$ cat config.mk
export PLATFORM = sky130hd
export DESIGN_NAME = seq_detector_prog
export DESIGN_NICKNAME = d
export VERILOG_FILES = /design/src/rtl/seq_detector_prog.sv
export SDC_FILE = /design/constraint.sdc
export NUM_CORES = 1
export LEC_CHECK = 0
export CAP_MARGIN = 20
export CELL_PAD_IN_SITES_DETAIL_PLACEMENT = 1
export CELL_PAD_IN_SITES_GLOBAL_PLACEMENT = 1
export CORE_MARGIN = 3
export CORE_UTILIZATION = 34
export CTS_BUF_LIST = sky130_fd_sc_hd__clkbuf_8 sky130_fd_sc_hd__clkbuf_16
export CTS_CLUSTER_DIAMETER = 100
export DETAILED_ROUTE_END_ITERATION = 12
export MAX_ROUTING_LAYER = met4
export PLACE_DENSITY_LB_ADDON = 0.1
export SYNTH_ARGS = -nofsm -noshare
export SYNTH_HDL_FRONTEND = slang
export SYNTH_SLANG_ARGS = --single-unit
$ cat constraint.sdc
create_clock -name clk -period 2 [get_ports clk]
set_input_delay 0.4 -clock clk [delete_from_list [all_inputs] [get_ports clk]]
set_output_delay 0.4 -clock clk [all_outputs]
set_load 0.01 [all_outputs]
$ cat src/rtl/seq_detector_prog.sv
// seq_detector_prog: run-time programmable Mealy serial sequence detector (1..MAX_LEN bits, overlap selectable).
// Define SEQDET_MATCH_CNT_EN to add the saturating match counter; otherwise match_cnt is tied to 0.
module seq_detector_prog #(
  parameter int MAX_LEN = 8,
  parameter int CNT_W = 8,
  parameter int LEN_W = $clog2(MAX_LEN + 1)
) (
  input  logic               clk,
  input  logic               rst_n,
  input  logic               in,
  input  logic               in_valid,
  input  logic               cfg_load,
  input  logic [MAX_LEN-1:0] cfg_pattern,
  input  logic [LEN_W-1:0]   cfg_len,
  input  logic               cfg_overlap,
  output logic               cfg_err,
  output logic               armed,
  output logic               detect,
  output logic [CNT_W-1:0]   match_cnt
);
  typedef enum logic {IDLE, HUNT} state_t;
  state_t state, state_nx;
  logic [MAX_LEN-1:0] pat, hist, shifted, mask;
  logic [LEN_W-1:0] len, fill;
  logic [LEN_W:0] fill_p1;
  logic ovl, legal, load_ok, accepted, match;
  assign legal = cfg_len != '0 && cfg_len <= LEN_W'(MAX_LEN);
  assign load_ok = cfg_load && legal;
  assign accepted = in_valid && state == HUNT && !cfg_load;
  assign shifted = {hist[MAX_LEN-2:0], in};
  // shifting by len == MAX_LEN yields zero, so the mask becomes all ones
  assign mask = ~({MAX_LEN{1'b1}} << len);
  assign fill_p1 = {1'b0, fill} + (LEN_W+1)'(1);
  assign match = fill_p1 >= {1'b0, len} && ((shifted ^ pat) & mask) == '0;
  assign detect = accepted && match;
  assign armed = state == HUNT;
  always_comb begin
    state_nx = load_ok ? HUNT : state;
  end
  always_ff @(posedge clk or negedge rst_n) begin
    if (!rst_n) begin
      state <= IDLE;
      pat <= '0;
      len <= '0;
      ovl <= 1'b0;
      hist <= '0;
      fill <= '0;
      cfg_err <= 1'b0;
    end else begin
      state <= state_nx;
      cfg_err <= cfg_load && !legal;
      if (load_ok) begin
        pat <= cfg_pattern;
        len <= cfg_len;
        ovl <= cfg_overlap;
        hist <= '0;
        fill <= '0;
      end else if (accepted) begin
        hist <= shifted;
        fill <= (detect && !ovl) ? '0 :
                (detect || fill == LEN_W'(MAX_LEN)) ? fill : fill + LEN_W'(1);
      end
    end
  end
`ifdef SEQDET_MATCH_CNT_EN
  logic [CNT_W-1:0] cnt;
  always_ff @(posedge clk or negedge rst_n) begin
    if (!rst_n) cnt <= '0;
    else if (load_ok) cnt <= '0;
    else if (detect && cnt != '1) cnt <= cnt + CNT_W'(1);
  end
  assign match_cnt = cnt;
`else
  assign match_cnt = '0;
`endif
endmodule
==> run summary <==
Status -> finished with violations
Violated checks -> setup timing
Drt drc -> 0
Post-CTS Hold Fix Bufs -> 0
CP endpoint kind -> output pin
Final cycle utilization of the critical path -> 1.23
Die ar. -> 0.00513 sq mm
Diodes inserted -> 0
Vias in the first global route -> 1,425
Slack of the critical path -> -0.451 ns
I/O pins -> 29
Vias per Instance -> 4.85
Clock Pin Slew Worst Setup and Hold Paths -> 0.10 ns
Worst endpoint data arrival time -> 2.05 ns
Root Buffer -> clkbuf_8
Post-synthesis register bit count -> 26
Pre-Repair DR Iteration Count -> 3
Placed cells -> 251
Vias -> 1,267
Largest net degree at the start of global routing -> 27
Initial Util -> 0.359
Max FO, Critical Path -> 3
CP startpoint -> fill[1]
Final hold violations -> 0
Top cell by count, worst path -> ha_4
Setup TNS -> -1.50 ns
Register area share after synthesis -> 0.444
Power per Cell Area -> 967 mW/mm^2
Core area -> 0.00409 sq mm
Post-route ant nets -> 0
Fin. max-slew vios -> 0
Setup crit end -> detect
Syn Area/Cell -> 9.16 sq um
DR iter-0 viols -> 38
Initial antenna violation count -> 0
Dpl ws -> -0.646 ns
Critical-path top delay cell -> dfrtp_2
Detailed Route WL -> 3980 microns
CP peak stage delay -> 0.45 ns
Worst r2r dst -> fill[0]
Max Freq -> 0.408 GHz
Final Net Count -> 236
Yosys cell types -> 31
Global route total overflow -> 0
Worst vdd ir -> 299 uV
Fill count -> 466
First-pass GRT wire length -> 6700 microns
Worst Hold Class -> input pin to async pin
P&R area growth vs syn -> 45.9%
Sinks on the clock net -> 26
Reg2reg setup slack -> -0.31 ns
P_leak -> 0.000986 uW
Setup Skew -> 0.00726 ns
Max-cap violations -> 0
GRT Util Overall -> 0.174
Clock Path Buffers -> 2
Final Util -> 0.523
Die Wd -> 71.6 microns
CTS Buf Count -> 3
Worst hold slack -> 0.489 ns
Worst skew pair latency -> 0.28 ns
Routed len/inst -> 15.3 microns
Layout cell share with drive strength beyond 1 -> 0.313
H-Tree Depth -> 1
RSZ-0062 raised after global routing -> true
Placement row count -> 23
Yosys warning total -> 0
Min cycle time layout -> 2.45 ns
Final setup fails -> 5
Critical Path, Cell by Cell -> buf_6 -> inv_4 -> ha_4 -> ha_4 -> a211oi_2 -> o21ai_2 -> nand3_2 -> nor2_2 -> buf_2
R2r startpoint -> fill[1]
Mapped Cells -> 160
Final cell count without fillers -> 261
Count of input and output buffers -> 20
Placer Congestion -> 0.824
Die height -> 71.6 microns
Worst reg-to-reg path cell count -> 11
Final HPWL DP -> 2920 microns
Synth Cell Area -> 0.00147 sq mm
CTS tree -> built
CP required -> 1.60 ns
Startpoint Class -> register
Critical path class -> register to output pin
final cells by class:
type | instances | area (sq um) | area share
Clock buffer | 4 | 55.1 | 0.0257
Multi-Input combinational cell | 120 | 866 | 0.405
Tap cell | 50 | 62.6 | 0.0293
Timing Repair Buffer | 55 | 473 | 0.221
Inverter | 6 | 27.5 | 0.0129
Sequential cell | 26 | 654 | 0.306
synthesized netlist by cell type:
master	number	area [sq um]
xor2_1	1	8.76
nor2b_1	1	6.26
a2bb2oi_2	1	15.0
a31oi_1	2	12.5
and2_1	1	6.26
nand3_1	3	15.0
clkbuf_1	4	15.0
nor4_2	1	12.5
nand2b_1	4	25.0
nand3b_1	2	15.0
buf_2	2	10.0
xnor2_1	10	87.6
nand2_1	38	143
nor4_4	1	21.3
o21ai_2	1	8.76
a21oi_1	5	25.0
a211oi_1	2	15.0
o21ai_1	7	35.0
dfrtp_1	26	651
buf_6	1	11.3
ha_1	6	75.1
o22ai_1	2	12.5
mux2i_1	7	70.1
buf_4	8	60.1
nor2_1	11	41.3
inv_1	5	18.8
a41oi_2	1	16.3
nor3_1	2	10.0
inv_2	1	3.75
o21ai_0	3	15.0
conb_1	1	3.75
flip-flops by register name, summed over array words and instances, names as in the netlist:
name,count
pat,8
hist,7
fill,4
len,4
armed,1
cfg_err,1
ovl,1
cells in the final DEF (no fill, tap or decap), types with 5 or more instances in the layout:
cell and count:
dfrtp_1 23, o21ai_2 5, clkdlybuf4s50_1 19, nor2_1 10, xnor2_1 10, a21oi_1 5, nand2_1 37, conb_1 8
mux2i_1 7, buf_4 31
power breakdown:
| part | internal, uW | total, uW | switching [uW] |
|---|---|---|---|
| Combinational | 569 | 1020 | 455 |
| Clock | 176 | 352 | 176 |
| Sequential | 601 | 692 | 91.1 |
worst min-delay path by stage:
stage               startpoint       to
floorplan                rst_n    armed
global placement         armed    armed
detailed placement       armed    armed
CTS                      armed    armed
global route             rst_n  fill[2]
finish                   rst_n  fill[2]
logic make-up (layout without fill, tap and decap cells):
family,count (synthesis),after routing,share of synthesized area
XOR/XNOR,11,11,0.0658
other,1,8,0.00256
flip-flops,26,26,0.444
AO/OA/AOI/OAI,24,24,0.106
multiplexers,7,7,0.0478
buffers and inverters,21,65,0.0811
AND/OR/NAND/NOR,64,64,0.202
adder cells (fa/ha/maj),6,6,0.0512
per-layer routing:
| metal | wire length, microns | track usage | up-vias |
|---|---|---|---|
| li1 | - | - | 615 |
| met1 | 1610 | 0.188 | 621 |
| met2 | 2160 | 0.311 | 21 |
| met3 | 96 | 0.0252 | 10 |
| met4 | 116 | 0.0793 | 0 |
| met5 | 0 | - | - |
critical path, delay by kind of cell (launching register included):
kind / cells / cell delay, ns
AOI/OAI and AO/OA: 2 / 0.23
adders and majority gates: 2 / 0.48
buffers and inverters: 3 / 0.34
DFF: 1 / 0.45
and+or+nand+nor: 2 / 0.27
repair_timing:
action,CTS,global route
setup buffers,1,6
setup endpoints to repair,5,5
pin swaps,7,11
resized for setup,16,19
through the flow:
step | instance area [sq um] | total power, uW
detailed placement | 1880 | 1300
finish | 2140 | 2070
CTS | 2020 | 1790
global placement | 1880 | 1250
floorplan | 1500 | 1010
global route | 2140 | 2220
(Power assumes the default switching activity.)
